### config.mk
export PLATFORM = sky130hd
export DESIGN_NAME = ex_fwd_mdu_flat
export DESIGN_NICKNAME = d
export VERILOG_FILES = /design/src/rtl/ex_fwd_mdu_if.sv /design/src/rtl/ex_fwd_mdu.sv /design/src/flat_wrapper.sv
export SDC_FILE = /design/constraint.sdc
export NUM_CORES = 1
export LEC_CHECK = 0
export ABC_AREA = 1
export CAP_MARGIN = 20
export CORE_UTILIZATION = 43
export DETAILED_ROUTE_END_ITERATION = 7
export DONT_BUFFER_PORTS = 1
export SLEW_MARGIN = 20
export SYNTH_ARGS = -nofsm -noshare
export SYNTH_HDL_FRONTEND = slang
export SYNTH_SLANG_ARGS = --single-unit
export TNS_END_PERCENT = 1
### constraint.sdc
create_clock -name clk -period 3.35 [get_ports clk]
set_input_delay 1.005 -clock clk [delete_from_list [all_inputs] [get_ports clk]]
set_output_delay 1.005 -clock clk [all_outputs]
set_load 0.01 [all_outputs]
### src/rtl/ex_fwd_mdu_if.sv
// EX-stage operand/MDU bundle: forwarding sources, MDU command and HI/LO results.
// The master side drives the pipeline inputs; the slave side is the ex_fwd_mdu block.
interface ex_fwd_mdu_if #(
    parameter int DW = 32,
    parameter int AW = 5
);
    logic          flush;
    logic          op_valid;
    logic [2:0]    mdu_op;
    logic [AW-1:0] rs_addr;
    logic [AW-1:0] rt_addr;
    logic [DW-1:0] rs_data;
    logic [DW-1:0] rt_data;
    logic          mem_we;
    logic [AW-1:0] mem_addr;
    logic [DW-1:0] mem_data;
    logic          wb_we;
    logic [AW-1:0] wb_addr;
    logic [DW-1:0] wb_data;
    logic [DW-1:0] opa;
    logic [DW-1:0] opb;
    logic          busy;
    logic          stall;
    logic          done;
    logic [DW-1:0] hi;
    logic [DW-1:0] lo;

    modport master (
        output flush, op_valid, mdu_op, rs_addr, rt_addr, rs_data, rt_data,
               mem_we, mem_addr, mem_data, wb_we, wb_addr, wb_data,
        input  opa, opb, busy, stall, done, hi, lo
    );

    modport slave (
        input  flush, op_valid, mdu_op, rs_addr, rt_addr, rs_data, rt_data,
               mem_we, mem_addr, mem_data, wb_we, wb_addr, wb_data,
        output opa, opb, busy, stall, done, hi, lo
    );
endinterface

### src/rtl/ex_fwd_mdu.sv
// EX-stage operand forwarding plus iterative MULT/DIV unit with HI/LO registers.
// Define EX_MDU_SIGNED_EN to give MULT/DIV two's-complement semantics.
module ex_fwd_mdu #(
    parameter int DW = 32,
    parameter int AW = 5,
    parameter int CW = 6
) (
    input  logic        clk,
    input  logic        rst_n,
    ex_fwd_mdu_if.slave bus
);
    localparam logic [2:0] OP_MULTU = 3'b001;
    localparam logic [2:0] OP_DIVU  = 3'b010;
    localparam logic [2:0] OP_MULT  = 3'b011;
    localparam logic [2:0] OP_DIV   = 3'b100;
    localparam logic [2:0] OP_MTHI  = 3'b101;
    localparam logic [2:0] OP_MTLO  = 3'b110;

    typedef enum logic [1:0] {S_IDLE, S_MUL, S_DIV, S_DONE} state_t;

    state_t          state_q, state_d;
    logic [CW-1:0]   cnt_q, cnt_d;
    logic [DW-1:0]   a_q, a_d;
    logic [DW-1:0]   b_q, b_d;
    logic [DW-1:0]   acc_q, acc_d;
    logic [DW-1:0]   hi_q, hi_d;
    logic [DW-1:0]   lo_q, lo_d;
    logic            div_q, div_d;
    logic            neg_q, neg_d;
    logic            rneg_q, rneg_d;
    logic            dz_q, dz_d;

    logic [DW-1:0]   fwd_a, fwd_b;
    logic            is_mul, is_div, sgn;
    logic [DW:0]     mul_sum;
    logic [DW:0]     div_sh;
    logic [DW:0]     div_diff;
    logic [2*DW-1:0] prod;

    function automatic logic [DW-1:0] apply_sign(input logic [DW-1:0] v, input logic neg);
        logic signed [DW-1:0] s;
        s = $signed(v);
        return neg ? $unsigned(-s) : v;
    endfunction

    function automatic logic [2*DW-1:0] apply_sign_w(input logic [2*DW-1:0] v, input logic neg);
        logic signed [2*DW-1:0] s;
        s = $signed(v);
        return neg ? $unsigned(-s) : v;
    endfunction

    // MEM beats WB; register 0 is never forwarded
    always_comb begin
        fwd_a = bus.rs_data;
        if (bus.mem_we && bus.mem_addr != '0 && bus.mem_addr == bus.rs_addr)
            fwd_a = bus.mem_data;
        else if (bus.wb_we && bus.wb_addr != '0 && bus.wb_addr == bus.rs_addr)
            fwd_a = bus.wb_data;

        fwd_b = bus.rt_data;
        if (bus.mem_we && bus.mem_addr != '0 && bus.mem_addr == bus.rt_addr)
            fwd_b = bus.mem_data;
        else if (bus.wb_we && bus.wb_addr != '0 && bus.wb_addr == bus.rt_addr)
            fwd_b = bus.wb_data;
    end

    always_comb begin
        is_mul = (bus.mdu_op == OP_MULTU) || (bus.mdu_op == OP_MULT);
        is_div = (bus.mdu_op == OP_DIVU) || (bus.mdu_op == OP_DIV);
`ifdef EX_MDU_SIGNED_EN
        sgn = (bus.mdu_op == OP_MULT) || (bus.mdu_op == OP_DIV);
`else
        sgn = 1'b0;
`endif
    end

    always_comb begin
        state_d = state_q;
        cnt_d   = cnt_q;
        a_d     = a_q;
        b_d     = b_q;
        acc_d   = acc_q;
        hi_d    = hi_q;
        lo_d    = lo_q;
        div_d   = div_q;
        neg_d   = neg_q;
        rneg_d  = rneg_q;
        dz_d    = dz_q;

        mul_sum  = {1'b0, acc_q} + {1'b0, (b_q[0] ? a_q : {DW{1'b0}})};
        div_sh   = {acc_q, b_q[DW-1]};
        div_diff = div_sh - {1'b0, a_q};
        prod     = {acc_q, b_q};

        // a holds |Rt| (multiplicand/divisor), b holds |Rs| (multiplier/dividend)
        case (state_q)
            S_IDLE: begin
                if (bus.op_valid && !bus.flush) begin
                    if (is_mul || is_div) begin
                        a_d     = apply_sign(fwd_b, sgn && fwd_b[DW-1]);
                        b_d     = apply_sign(fwd_a, sgn && fwd_a[DW-1]);
                        acc_d   = '0;
                        cnt_d   = CW'(DW);
                        div_d   = is_div;
                        neg_d   = sgn && (fwd_a[DW-1] ^ fwd_b[DW-1]);
                        rneg_d  = sgn && fwd_a[DW-1];
                        dz_d    = (fwd_b == '0);
                        state_d = is_div ? S_DIV : S_MUL;
                    end else if (bus.mdu_op == OP_MTHI) begin
                        hi_d = fwd_a;
                    end else if (bus.mdu_op == OP_MTLO) begin
                        lo_d = fwd_a;
                    end
                end
            end
            S_MUL: begin
                if (bus.flush) begin
                    state_d = S_IDLE;
                end else begin
                    {acc_d, b_d} = {mul_sum, b_q[DW-1:1]};
                    cnt_d        = cnt_q - CW'(1);
                    if (cnt_q == CW'(1))
                        state_d = S_DONE;
                end
            end
            S_DIV: begin
                if (bus.flush) begin
                    state_d = S_IDLE;
                end else begin
                    if (!div_diff[DW]) begin
                        acc_d = div_diff[DW-1:0];
                        b_d   = {b_q[DW-2:0], 1'b1};
                    end else begin
                        acc_d = div_sh[DW-1:0];
                        b_d   = {b_q[DW-2:0], 1'b0};
                    end
                    cnt_d = cnt_q - CW'(1);
                    if (cnt_q == CW'(1))
                        state_d = S_DONE;
                end
            end
            S_DONE: begin
                state_d = S_IDLE;
                if (!bus.flush) begin
                    if (div_q) begin
                        lo_d = dz_q ? {DW{1'b1}} : apply_sign(b_q, neg_q);
                        hi_d = apply_sign(acc_q, rneg_q);
                    end else begin
                        {hi_d, lo_d} = apply_sign_w(prod, neg_q);
                    end
                end
            end
            default: state_d = S_IDLE;
        endcase
    end

    always_ff @(posedge clk or negedge rst_n) begin
        if (!rst_n) begin
            state_q <= S_IDLE;
            cnt_q   <= '0;
            a_q     <= '0;
            b_q     <= '0;
            acc_q   <= '0;
            hi_q    <= '0;
            lo_q    <= '0;
            div_q   <= 1'b0;
            neg_q   <= 1'b0;
            rneg_q  <= 1'b0;
            dz_q    <= 1'b0;
        end else begin
            state_q <= state_d;
            cnt_q   <= cnt_d;
            a_q     <= a_d;
            b_q     <= b_d;
            acc_q   <= acc_d;
            hi_q    <= hi_d;
            lo_q    <= lo_d;
            div_q   <= div_d;
            neg_q   <= neg_d;
            rneg_q  <= rneg_d;
            dz_q    <= dz_d;
        end
    end

    assign bus.opa   = fwd_a;
    assign bus.opb   = fwd_b;
    assign bus.busy  = (state_q != S_IDLE);
    assign bus.done  = (state_q == S_DONE) && !bus.flush;
    assign bus.stall = bus.op_valid && (state_q != S_IDLE) && (bus.mdu_op != 3'b000);
    assign bus.hi    = hi_q;
    assign bus.lo    = lo_q;
endmodule

### src/flat_wrapper.sv
// flat-port wrapper written by rule: the top's interface ports become plain ports
module ex_fwd_mdu_flat 
#(
    parameter int DW = 32,
    parameter int AW = 5,
    parameter int CW = 6
)
  (clk, rst_n, bus_flush, bus_op_valid, bus_mdu_op, bus_rs_addr, bus_rt_addr, bus_rs_data, bus_rt_data, bus_mem_we, bus_mem_addr, bus_mem_data, bus_wb_we, bus_wb_addr, bus_wb_data, bus_opa, bus_opb, bus_busy, bus_stall, bus_done, bus_hi, bus_lo);
  ex_fwd_mdu_if #(.DW(DW), .AW(AW)) bus_i ();
  input  logic clk;
  input  logic rst_n;
  input wire logic [$bits(bus_i.flush)-1:0] bus_flush;
  input wire logic [$bits(bus_i.op_valid)-1:0] bus_op_valid;
  input wire logic [$bits(bus_i.mdu_op)-1:0] bus_mdu_op;
  input wire logic [$bits(bus_i.rs_addr)-1:0] bus_rs_addr;
  input wire logic [$bits(bus_i.rt_addr)-1:0] bus_rt_addr;
  input wire logic [$bits(bus_i.rs_data)-1:0] bus_rs_data;
  input wire logic [$bits(bus_i.rt_data)-1:0] bus_rt_data;
  input wire logic [$bits(bus_i.mem_we)-1:0] bus_mem_we;
  input wire logic [$bits(bus_i.mem_addr)-1:0] bus_mem_addr;
  input wire logic [$bits(bus_i.mem_data)-1:0] bus_mem_data;
  input wire logic [$bits(bus_i.wb_we)-1:0] bus_wb_we;
  input wire logic [$bits(bus_i.wb_addr)-1:0] bus_wb_addr;
  input wire logic [$bits(bus_i.wb_data)-1:0] bus_wb_data;
  output wire logic [$bits(bus_i.opa)-1:0] bus_opa;
  output wire logic [$bits(bus_i.opb)-1:0] bus_opb;
  output wire logic [$bits(bus_i.busy)-1:0] bus_busy;
  output wire logic [$bits(bus_i.stall)-1:0] bus_stall;
  output wire logic [$bits(bus_i.done)-1:0] bus_done;
  output wire logic [$bits(bus_i.hi)-1:0] bus_hi;
  output wire logic [$bits(bus_i.lo)-1:0] bus_lo;
  assign bus_i.flush = bus_flush;
  assign bus_i.op_valid = bus_op_valid;
  assign bus_i.mdu_op = bus_mdu_op;
  assign bus_i.rs_addr = bus_rs_addr;
  assign bus_i.rt_addr = bus_rt_addr;
  assign bus_i.rs_data = bus_rs_data;
  assign bus_i.rt_data = bus_rt_data;
  assign bus_i.mem_we = bus_mem_we;
  assign bus_i.mem_addr = bus_mem_addr;
  assign bus_i.mem_data = bus_mem_data;
  assign bus_i.wb_we = bus_wb_we;
  assign bus_i.wb_addr = bus_wb_addr;
  assign bus_i.wb_data = bus_wb_data;
  assign bus_opa = bus_i.opa;
  assign bus_opb = bus_i.opb;
  assign bus_busy = bus_i.busy;
  assign bus_stall = bus_i.stall;
  assign bus_done = bus_i.done;
  assign bus_hi = bus_i.hi;
  assign bus_lo = bus_i.lo;
  ex_fwd_mdu #(.DW(DW), .AW(AW), .CW(CW)) u_core (.clk(clk), .rst_n(rst_n), .bus(bus_i));
endmodule
==> results.tsv <==
stage	metric	value	unit
outcome	status	completed	
floorplanning	fp.coreArea	34600	um2
timing	min_period	3.25	ns
floorplanning	placementRows	68	
final_layout	fin_nets	2611	
synthesis	yosysSeqAreaShare	28.1	%
critical_path	path_buf_inv	1	
synthesis	avgSynthCellArea	6.39	um2
synthesis	synth_edf_count	0	
clocking	root_buffer	clkbuf_16	
clocking	cts_max_level	4	
timing	worst_pin_slew	0.887	ns
clocking	path_clk_slew	0.07	ns
power	power_leakage	9.07	nW
floorplanning	fp.dieW	190	um
timing	fmax	307	MHz
critical_path	cp-start-kind	input pin	
timing	finalCritPeriodShare	97.1	%
final_layout	nFillCells	3715	
route	drtIter0Drc	1261	
floorplanning	start_util	43.7	%
grt	gr-total-overflow	0	
critical_path	required	2.34	ns
clocking	cts_buffers	17	
synthesis	synth_warnings	0	
placed_design	place_ws	0.0474	ns
grt	grt_max_degree	171	
critical_path	crit_start	bus_rs_addr[1]	
route	drt-wirelength-per-cell	21.4	um
floorplanning	die_area	36000	um2
critical_path	cp_slowest_stage_delay	0.36	ns
placed_design	gp_congestion	1.01	
critical_path	critPathArrivalTime	2.25	ns
critical_path	worstSetupEndpointType	primary output	
synthesis	synth-seq-cells	170	
timing	whs	0.258	ns
final_layout	final-seq-area	4250	um2
critical_path	worstPathMaxFanout	43	
grt	antenna_found_initial	2	
critical_path	critPathTopFamily	simple AND/OR/NAND/NOR gates	
worst_hold_path	hp-class	input pin to async pin	
clocking	cts_resized	0	
final_layout	area_growth	9.49	%
timing	slew_headroom	40.6	%
critical_path	critPathSlowestCell	nor2_1	
grt	grt_pass1_wl	92600	um
final_layout	finalNonFillerCells	2852	
power	power.density	971	nW/um2
route	detailroute.via_count	16200	
clocking	cts_max_path_buffers	2	
synthesis	syn-cell-area	15100	um2
placed_design	post-dp-hpwl	49300	um
critical_path	r2r-start	u_core.b_q[0]	
clocking	cts_sinks	170	
route	drtPass1Iterations	5	
grt	gr-usage-all-layers	33.9	%
final_layout	multi_input_area	8970	um2
placed_design	placed_cells	2818	
floorplanning	die_h	190	um
critical_path	path_cells	xnor2_1 -> nand2_1 -> nor2_1 -> nand4_2 -> buf_12 -> o21ai_0 -> a21oi_1 -> nor2_1	
flow_run	max_cap_violations	0	
clocking	cts_tree	built	
final_layout	drive_gt1_share	8.18	%
power	vdd_ir_drop_max	0.448	mV
synthesis	synth_cell_types	45	
clocking	cts_setup_buffers	0	
synthesis	synthArstFlopShare	100	%
route	routed_via_density	5.67	
clocking	cts_hold_buf	0	
synthesis	netlist_instances	2371	
synthesis	synthFlopType	dfrtp_1	
timing	setup_ws	0.0957	ns
power	power	16.1	mW
critical_path	crit_path_frequent_cell	nor2_1	
synthesis	synth_fp_nets	2600	
timing	hold_violations	0	
route	ant_nets	0	
timing	slew_viol_final	0	
clocking	clk_latency	0.45	ns
placed_design	portBuffers	0	
timing	finalClockSkew	0.0156	ns
floorplanning	io_pins	288	
grt	grt_pass1_vias	15600	
timing	rsz0062_at_grt	true	
critical_path	crit_type	input pin to primary output	
route	drc_errors	0	
timing	finalSetupViolCount	0	
final_layout	fin_util	47.9	%
route	routed_wl	61000	um
-- per-layer routing --
| metal | GRT usage [%] | up-vias | share of wire (%) |
|---|---|---|---|
| met3 | 5.05 | 101 | 7.0 |
| met2 | 56.7 | 655 | 47 |
| met5 | 0 | - | 0 |
| met1 | 44.3 | 7642 | 43 |
| li1 | - | 7778 | - |
| met4 | 11.6 | 0 | 3.1 |
-- cell families after synthesis --
group | after synthesis | synth area share (%)
adder cells (fa/ha/maj) | 72 | 6.05
AND/OR/NAND/NOR | 1068 | 29.8
AO/OA/AOI/OAI | 545 | 21.1
buffers and inverters | 481 | 13.0
XOR/XNOR | 35 | 2.02
flip-flops | 170 | 28.1
-- flip-flops by register name, indices dropped and copies added (netlist names) --
signal,flops
u_core.cnt_q,6
u_core.dz_q,1
u_core.bus.hi,32
u_core.state_q,2
u_core.a_q,32
u_core.bus.lo,32
u_core.acc_q,32
u_core.b_q,32
u_core.div_q,1
-- final timing paths --
kind / end / slack, ns / cells past startpoint
hold / removal: u_core.cnt_q[1] / 0.26 / 0
min in group clk: u_core.cnt_q[5] / 0.51 / 2
setup reg to reg: u_core.acc_q[17] / 0.40 / 15
hold reg to reg: u_core.cnt_q[5] / 0.51 / 2
setup / recovery: bus_opa[30] / 0.1 / 8
max in group asynchronous: u_core.acc_q[11] / 2.69 / 0
-- final cells by class --
cell class / instances / share of cell area (%)
Multi-Input combinational cell: 1720 / 54.1
Sequential cell: 170 / 25.7
Inverter: 376 / 8.51
Timing Repair Buffer: 97 / 4.87
Tap cell: 455 / 3.43
Clock buffer: 21 / 2.72
Clock inverter: 11 / 0.679
Antenna cell: 2 / 0.0302
-- per-stage QoR --
stage	TNS (ns)	area (um2)
2_1_floorplan	0	15100
5_1_grt	-0.00962	16600
4_1_cts	0	16600
6_report	0	16600
3_3_place_gp	0	16000
3_5_place_dp	0	16000
-- worst register-to-register path, cell delays in order, from the launching register on --
cell and delay [ns]:
dfrtp_1 0.43, nand2_1 0.07, inv_1 0.05, ha_1 0.15
inv_1 0.08, fa_1 0.45, o21ai_2 0.32, a21oi_1 0.22
o21bai_1 0.44, nand2_1 0.13, nor2_1 0.16, o21ai_0 0.11
nand3_1 0.08, nand2_1 0.06, nand2_1 0.06, nand2_1 0.05
-- power breakdown --
group          switching [mW]  leakage, nW  internal, mW
registers                1.21         2.06          3.02
clock network           0.914        0.272          1.06
logic                    6.64         6.73          3.24
-- cell usage after synthesis (all sizes together), types with 3 or more instances --
library cell / instances / area share [%]
nand3: 113 / 4.1
o21ai: 175 / 6.1
nor3: 18 / 0.69
xnor2: 24 / 1.4
nand3b: 11 / 0.55
o22ai: 63 / 2.6
o211ai: 29 / 1.4
nand2: 667 / 17
or2: 8 / 0.33
a31oi: 5 / 0.21
ha: 70 / 5.8
clkbuf: 50 / 1.2
o21a: 13 / 0.64
nor2: 198 / 5.1
a21o: 5 / 0.25
o21bai: 3 / 0.15
xor2: 11 / 0.64
buf: 55 / 2.4
a21oi: 185 / 6.4
inv: 375 / 9.3
dfrtp: 170 / 28
nor4: 5 / 0.21
a22oi: 64 / 3.2
nand4: 48 / 2.1
-- placed cells by master (no fill, tap or decap), types with 6 or more instances in the layout --
master	netlist	layout
o21a_1	13	13
xnor2_1	24	24
nand3_1	106	106
nand2_2	9	11
nand2_1	656	654
nand4_1	46	46
o21ai_2	12	11
nand3b_1	11	11
dfrtp_1	170	170
a21oi_2	11	13
o211ai_1	29	29
clkbuf_16	0	17
xor2_1	11	11
a22oi_1	64	64
nor2_2	7	7
nor2_1	190	189
inv_1	371	370
a21oi_1	174	172
buf_4	1	90
o21ai_1	22	23
o21ai_0	141	140
o22ai_1	63	63
buf_12	0	6
ha_1	70	70
nor3_1	15	15
No activity file was read; power rests on OpenSTA's default activity.
